--- src/rtl/tick_period_meter.sv ---
// tick_period_meter: measures period and high time of a divided tick signal in clk cycles,
// estimates the divider limit that produced it, and flags lock, duty error and signal loss.
module tick_period_meter #(
    parameter int unsigned WIDTH      = 8,
    parameter int unsigned CNT_W      = 16,
    parameter int unsigned LOCK_COUNT = 3,
    parameter int unsigned TIMEOUT    = 1024
) (
    input  logic             clk,
    input  logic             rst,
    input  logic             hz_in,
    output logic [CNT_W-1:0] period,
    output logic [CNT_W-1:0] high_time,
    output logic [WIDTH-1:0] lim_est,
    output logic             meas_valid,
    output logic             locked,
    output logic             lost,
    output logic             duty_err
);

    localparam int unsigned MATCH_W = $clog2(LOCK_COUNT + 1);
    localparam int unsigned DIFF_W  = CNT_W + 2;

    localparam logic [2:0] S_IDLE   = 3'd0;
    localparam logic [2:0] S_ARMED  = 3'd1;
    localparam logic [2:0] S_TRACK  = 3'd2;
    localparam logic [2:0] S_LOCKED = 3'd3;
    localparam logic [2:0] S_LOST   = 3'd4;

    localparam logic [CNT_W-1:0]   CNT_MAX   = {CNT_W{1'b1}};
    localparam logic [CNT_W-1:0]   TIMEOUT_C = CNT_W'(TIMEOUT);
    localparam logic [CNT_W-1:0]   LIM_MAX   = CNT_W'((64'd1 << WIDTH) - 64'd1);
    localparam logic [MATCH_W-1:0] LOCK_C    = MATCH_W'(LOCK_COUNT);
    localparam logic [MATCH_W-1:0] MATCH_ONE = MATCH_W'(1);

    logic [2:0]         state;
    logic [2:0]         state_nx;
    logic               hz_d;
    logic [CNT_W-1:0]   cnt;
    logic [CNT_W-1:0]   ht_next;
    logic [MATCH_W-1:0] match;
    logic [MATCH_W-1:0] match_nx;

    logic               rise_c;
    logic               fall_c;
    logic               timeout_c;
    logic [CNT_W-1:0]   lim_full_c;
    logic [WIDTH-1:0]   lim_calc_c;
    logic [DIFF_W-1:0]  two_h_c;
    logic [DIFF_W-1:0]  per_x_c;
    logic [DIFF_W-1:0]  diff_c;
    logic               duty_calc_c;

    logic [CNT_W-1:0]   period_nx;
    logic [CNT_W-1:0]   high_time_nx;
    logic [WIDTH-1:0]   lim_est_nx;
    logic               meas_valid_nx;
    logic               locked_nx;
    logic               lost_nx;
    logic               duty_err_nx;

    // Edge detection against the previous sample and timeout condition
    always_comb begin
        rise_c    = hz_in & ~hz_d;
        fall_c    = ~hz_in & hz_d;
        timeout_c = (cnt == TIMEOUT_C);
    end

    // Divider limit estimate and duty check for a measurement taken this cycle
    always_comb begin
        lim_full_c = '0;
        if (cnt >= CNT_W'(2)) begin
            lim_full_c = (cnt >> 1) - CNT_W'(1);
        end
        if (lim_full_c > LIM_MAX) begin
            lim_calc_c = {WIDTH{1'b1}};
        end else begin
            lim_calc_c = lim_full_c[WIDTH-1:0];
        end
        two_h_c = {1'b0, ht_next, 1'b0};
        per_x_c = {2'b00, cnt};
        if (two_h_c >= per_x_c) begin
            diff_c = two_h_c - per_x_c;
        end else begin
            diff_c = per_x_c - two_h_c;
        end
        duty_calc_c = (diff_c > DIFF_W'(1));
    end

    // Next-state and next-output logic
    always_comb begin
        state_nx      = state;
        match_nx      = match;
        period_nx     = period;
        high_time_nx  = high_time;
        lim_est_nx    = lim_est;
        duty_err_nx   = duty_err;
        meas_valid_nx = 1'b0;
        locked_nx     = locked;
        lost_nx       = lost;

        if (rise_c && (state == S_ARMED || state == S_TRACK || state == S_LOCKED)) begin
            period_nx     = cnt;
            high_time_nx  = ht_next;
            lim_est_nx    = lim_calc_c;
            duty_err_nx   = duty_calc_c;
            meas_valid_nx = 1'b1;
        end

        case (state)
            S_IDLE: begin
                if (rise_c) begin
                    state_nx = S_ARMED;
                end
            end
            S_ARMED: begin
                if (rise_c) begin
                    state_nx = S_TRACK;
                    match_nx = MATCH_ONE;
                end else if (timeout_c) begin
                    state_nx  = S_LOST;
                    lost_nx   = 1'b1;
                    locked_nx = 1'b0;
                end
            end
            S_TRACK: begin
                if (rise_c) begin
                    if (cnt == period) begin
                        match_nx = match + MATCH_ONE;
                        if (match + MATCH_ONE == LOCK_C) begin
                            state_nx  = S_LOCKED;
                            locked_nx = 1'b1;
                        end
                    end else begin
                        match_nx = MATCH_ONE;
                    end
                end else if (timeout_c) begin
                    state_nx  = S_LOST;
                    lost_nx   = 1'b1;
                    locked_nx = 1'b0;
                end
            end
            S_LOCKED: begin
                if (rise_c) begin
                    if (cnt != period) begin
                        state_nx  = S_TRACK;
                        locked_nx = 1'b0;
                        match_nx  = MATCH_ONE;
                    end
                end else if (timeout_c) begin
                    state_nx  = S_LOST;
                    lost_nx   = 1'b1;
                    locked_nx = 1'b0;
                end
            end
            S_LOST: begin
                if (rise_c) begin
                    state_nx = S_ARMED;
                    lost_nx  = 1'b0;
                end
            end
            default: begin
                state_nx = S_IDLE;
            end
        endcase
    end

    // State register
    always_ff @(posedge clk) begin
        if (!rst) begin
            state <= S_IDLE;
        end else begin
            state <= state_nx;
        end
    end

    // Sample history, cycle counter, high-time latch, match count and registered outputs
    always_ff @(posedge clk) begin
        if (!rst) begin
            hz_d       <= 1'b1;
            cnt        <= '0;
            ht_next    <= '0;
            match      <= '0;
            period     <= '0;
            high_time  <= '0;
            lim_est    <= '0;
            meas_valid <= 1'b0;
            locked     <= 1'b0;
            lost       <= 1'b0;
            duty_err   <= 1'b0;
        end else begin
            hz_d <= hz_in;
            if (rise_c) begin
                cnt <= CNT_W'(1);
            end else if (cnt != CNT_MAX) begin
                cnt <= cnt + CNT_W'(1);
            end
            if (fall_c && state != S_IDLE) begin
                ht_next <= cnt;
            end
            match      <= match_nx;
            period     <= period_nx;
            high_time  <= high_time_nx;
            lim_est    <= lim_est_nx;
            meas_valid <= meas_valid_nx;
            locked     <= locked_nx;
            lost       <= lost_nx;
            duty_err   <= duty_err_nx;
        end
    end

endmodule

--- config.mk ---
export PLATFORM = sky130hd
export DESIGN_NAME = tick_period_meter
export DESIGN_NICKNAME = d
export VERILOG_FILES = /design/src/rtl/tick_period_meter.sv
export SDC_FILE = /design/constraint.sdc
export NUM_CORES = 1
export LEC_CHECK = 0
export ABC_AREA = 1
export BUFFER_PORTS_ARGS = -buffer_cell sky130_fd_sc_hd__buf_2
export CORE_ASPECT_RATIO = 0.8
export CORE_MARGIN = 2
export CORE_UTILIZATION = 55
export CTS_CLUSTER_SIZE = 12
export DETAILED_ROUTE_END_ITERATION = 10
export GPL_TIMING_DRIVEN = 0
export PLACE_DENSITY_LB_ADDON = 0.3
export SYNTH_ARGS = -nofsm -noshare
export SYNTH_HDL_FRONTEND = slang
export SYNTH_SLANG_ARGS = --single-unit
--- constraint.sdc ---
create_clock -name clk -period 2.8 [get_ports clk]
set_input_delay 0.56 -clock clk [delete_from_list [all_inputs] [get_ports clk]]
set_output_delay 0.56 -clock clk [all_outputs]
set_load 0.02 [all_outputs]
==> impl_summary.log <==
INFO  metric drcViolationCount = 0
INFO  metric dpl.hpwl = 12.8 mm
INFO  metric cp_data_arrival_time = 2.90 ns
INFO  metric ir_worst_vdd = 0.000438 V
INFO  metric grt_pass1_vias = 5230
INFO  metric io_pins = 47
INFO  metric final-seq-area = roughly 0.0016 mm²
INFO  metric synth_ff_type = sky130_fd_sc_hd__dfxtp_1
INFO  metric cp_launch_type = register
INFO  metric synthTopCellsByArea = sky130_fd_sc_hd__dfxtp_1 (28%), sky130_fd_sc_hd__nand2_1 (16%), sky130_fd_sc_hd__inv_1 (8.7%), sky130_fd_sc_hd__ha_1 (8.2%), sky130_fd_sc_hd__a21oi_1 (7.4%)
INFO  metric initial_utilization = 56.5%
INFO  metric yosysWarningCount = 0
INFO  metric grt_first_pass_wirelength = 26.4 mm
INFO  metric clk_transition_reported_paths = 0.06 ns
INFO  metric synth.distinct_cells = 36
INFO  metric timing.max_slew.rel_slack = 56.8%
INFO  metric groute.usage.overall = 29.5%
INFO  metric cell_accounting_for_the_most_synthesized_area = sky130_fd_sc_hd__dfxtp_1
INFO  metric worst-path-max-fanout = 7
INFO  metric cts_root_buffer = sky130_fd_sc_hd__clkbuf_16
INFO  metric fin_nets = 1021
INFO  metric growth_of_design_area_from_synthesis_to_finish = 14.7%
INFO  metric clock_tree.buffer_depth = 2
INFO  metric finalSetupViolations = 0
INFO  metric total_power = 4.22 mW
INFO  metric synth-edff-count = 0
INFO  metric die_h = 95.8 µm
INFO  metric synth.yosys.seq_area_share = between 20 and 30%
INFO  metric post-route-min-period = 2.67 ns
INFO  metric holdPathEnd = hz_d
INFO  metric reg2regPathDepth = 15
INFO  metric grt_antenna_before_repair = 1
INFO  metric hold-worst-slack = between 0.4 and 0.5 ns
INFO  metric numCtsBuffers = 9
INFO  metric finalHoldViolCount = 0
INFO  metric totalNegativeSetupSlack = 0 ns
INFO  metric status = finished clean
INFO  metric route.final.wire_length = 16.9 mm
INFO  metric ff2ff_setup_slack = 0.13 ns
INFO  metric max_clock_freq = 375 MHz
INFO  metric grt_overflow_total = 0
INFO  metric r2r_end = duty_err
INFO  metric ffs_w_async_s_r_synth = 0%
INFO  metric dieWidth = about 120 µm
INFO  metric drt-initial-drc-count = 502
INFO  metric power_leakage = approximately 3.4 nW
INFO  metric final_layout_size_suffix_gt1_share = 14.2%
INFO  metric post_dp_cell_area = 0.00620 mm²
INFO  metric multi_input_area = 0.00352 mm²
INFO  metric netlist.area_leader.share = about 28%
INFO  metric hp-start = hz_in
INFO  metric post_synth.cell_area_avg = 6.33 µm²
INFO  metric drt_pass1_iterations = 5
INFO  metric timing_worst_slew_pin_value = roughly 0.65 ns
INFO  metric critPathKind = reg2reg
INFO  metric clock_insertion_delay_worst_skew = ~0.34 ns
INFO  metric post_layout_nonfiller_instances = 1123
INFO  metric clkSinkCount = 82
INFO  metric postSynthRegisterBits = 82
INFO  metric route.antenna.remaining_nets = 0
INFO  metric synth_area = approximately 0.0058 mm²
INFO  metric cts_tree = done
INFO  metric post_cts_hold_buffer_count = 0
INFO  metric nFillCells = slightly below 1000
INFO  metric wire_per_inst = ~15 µm
INFO  metric coreArea = 0.0102 mm²
INFO  metric die-area = 0.0114 mm²
INFO  metric clock_skew = 0.00315 ns
INFO  metric timing.final.max_slew_violations = 0
INFO  metric synthesis.instances = 915
INFO  metric synthesized_netlist_net_count = 958
INFO  metric diodes = 0
INFO  metric final_period_utilization = 95.4%
INFO  metric max_cap_violations = 0
INFO  metric min-delay-path-class = in2reg
INFO  metric setup.worst_path.end_class = register
INFO  metric worstPathRequired = 3.03 ns
INFO  metric place_congestion = ~0.94
INFO  metric r2r_start = cnt[9]
INFO  metric route.detailed.vias_per_inst = 5.39
INFO  metric hold_depth = 3
INFO  metric number_of_placement_rows = 33
INFO  metric placed_cells = between 1000 and 1500
INFO  metric power.density = 635 mW/mm²
INFO  metric stdcell_area = 0.00664 mm²
INFO  metric grt_start_max_net_pins = 14
INFO  metric cts_max_level = 3
INFO  metric routed-via-count = 6055
INFO  metric port_buffers = 46
## per-stage QoR
step	setup WS (ns)	utilization, %
after global placement	-0.170	60.5
final	0.130	64.9
after CTS	0.0402	63.8
after floorplan	0.565	-
after detailed placement	-0.167	60.5
after global routing	-0.00409	64.9
## layout make-up
type,count,area share (%)
clock inverter,5,1.17
tap,140,2.64
inverter,147,8.53
buffer,27,2.11
clock buffer,11,3.65
sequential,82,24.8
multi-input combinational,659,53.0
timing repair buffer,52,4.14
## report_power, final
group | internal [mW] | switching [mW]
Combinational | 0.542 | 1.11
Clock | 0.802 | 0.465
Sequential | 1.23 | 0.0643
## cell families (layout without fill, tap and decap cells)
| kind of cell | count (synthesis) | count (layout) | synth area share [%] |
|---|---|---|---|
| xor gates and xnor gates | 23 | 23 | 3.48 |
| adders and majority gates | 40 | 40 | 8.90 |
| and+or+nand+nor | 419 | 419 | 31.5 |
| DFF | 82 | 82 | 28.3 |
| buffers and inverters | 174 | 242 | 11.9 |
| AOI/OAI and AO/OA | 177 | 177 | 15.9 |
## worst max-delay path, stage by stage (launching register included)
cell and delay, ns:
sky130_fd_sc_hd__dfxtp_1 0.48, sky130_fd_sc_hd__inv_1 0.21, sky130_fd_sc_hd__ha_2 0.46, sky130_fd_sc_hd__nand2_1 0.13
sky130_fd_sc_hd__inv_2 0.11, sky130_fd_sc_hd__nand2_4 0.07, sky130_fd_sc_hd__nor2_4 0.15, sky130_fd_sc_hd__nand4_2 0.17
sky130_fd_sc_hd__nor2_2 0.14, sky130_fd_sc_hd__nor2_2 0.08, sky130_fd_sc_hd__nand2_1 0.06, sky130_fd_sc_hd__nand3_1 0.06
sky130_fd_sc_hd__nand2_1 0.11, sky130_fd_sc_hd__nand3_1 0.10, sky130_fd_sc_hd__nor2_2 0.18, sky130_fd_sc_hd__nor2_1 0.06
## cell usage in the layout, fill, tap and decap left out, types with 5 or more instances in the layout
| master | count |
|---|---|
| sky130_fd_sc_hd__o21ai_0 | 74 |
| sky130_fd_sc_hd__ha_2 | 5 |
| sky130_fd_sc_hd__buf_2 | 55 |
| sky130_fd_sc_hd__xnor2_1 | 15 |
| sky130_fd_sc_hd__nor3_1 | 8 |
| sky130_fd_sc_hd__a31oi_1 | 6 |
| sky130_fd_sc_hd__inv_1 | 129 |
| sky130_fd_sc_hd__buf_4 | 7 |
| sky130_fd_sc_hd__nor2_2 | 12 |
| sky130_fd_sc_hd__dfxtp_1 | 80 |
| sky130_fd_sc_hd__nand4_1 | 18 |
| sky130_fd_sc_hd__nand2_1 | 247 |
| sky130_fd_sc_hd__clkinvlp_4 | 5 |
| sky130_fd_sc_hd__a21oi_2 | 5 |
| sky130_fd_sc_hd__a21oi_1 | 84 |
| sky130_fd_sc_hd__ha_1 | 31 |
| sky130_fd_sc_hd__nand3_1 | 59 |
| sky130_fd_sc_hd__clkbuf_16 | 9 |
| sky130_fd_sc_hd__inv_2 | 12 |
| sky130_fd_sc_hd__xor2_1 | 8 |
| sky130_fd_sc_hd__nor2_1 | 56 |
| sky130_fd_sc_hd__clkbuf_1 | 13 |
| sky130_fd_sc_hd__nand2_2 | 5 |
## routing by layer
layer / global-route usage, % / up-vias / part of all wire, %
met5: 0 / - / 0.077
met4: 8.23 / 2 / 1.5
met3: 6.87 / 21 / 8.7
met2: 43.8 / 236 / 42
met1: 42.8 / 2739 / 47
li1: - / 3057 / -
## state kept, by name, summed over array words and instances (netlist names)
signal,flops
locked,1
high_time,16
state,3
duty_err,1
lost,1
match,2
ht_next,16
cnt,16
lim_est,8
hz_d,1
period,16
meas_valid,1
## cells in the mapped netlist, types with 2 or more instances
cell type                  number
sky130_fd_sc_hd__nand2_1      247
sky130_fd_sc_hd__inv_1        134
sky130_fd_sc_hd__a21oi_1       86
sky130_fd_sc_hd__dfxtp_1       82
sky130_fd_sc_hd__o21ai_0       75
sky130_fd_sc_hd__nand3_1       59
sky130_fd_sc_hd__nor2_1        57
sky130_fd_sc_hd__ha_1          38
sky130_fd_sc_hd__nand4_1       18
sky130_fd_sc_hd__xnor2_1       15
sky130_fd_sc_hd__clkbuf_1      12
sky130_fd_sc_hd__buf_2         11
sky130_fd_sc_hd__inv_2         11
sky130_fd_sc_hd__nor2_2        11
sky130_fd_sc_hd__nor3_1         8
sky130_fd_sc_hd__xor2_1         8
sky130_fd_sc_hd__a31oi_1        6
sky130_fd_sc_hd__nand2_2        5
sky130_fd_sc_hd__a21oi_2        3
sky130_fd_sc_hd__nor2_4         3
sky130_fd_sc_hd__o21bai_1       3
sky130_fd_sc_hd__buf_6          2
sky130_fd_sc_hd__clkinv_1       2
sky130_fd_sc_hd__fa_1           2
sky130_fd_sc_hd__nand2_4        2
sky130_fd_sc_hd__nand3_2        2
sky130_fd_sc_hd__nand4_2        2
sky130_fd_sc_hd__nor4_1         2
sky130_fd_sc_hd__o21ai_1        2
## worst max path at each step
stage	from	to	slack (ns)	cells past startpoint
2_1_floorplan	cnt[1]	duty_err	0.56	17
3_5_place_dp	cnt[1]	duty_err	-0.17	17
3_3_place_gp	cnt[1]	duty_err	-0.17	17
6_report	cnt[9]	duty_err	0.13	15
4_1_cts	cnt[2]	duty_err	0.04	14
5_1_grt	cnt[5]	duty_err	-0.004	16
## what timing repair did
action,in CTS,in global routing
endpoints found under the setup margin,1,1
buffers inserted,1,5
pin swaps,0,1
resized for setup,2,22
Note: power is estimated with default switching activity, not from simulation.
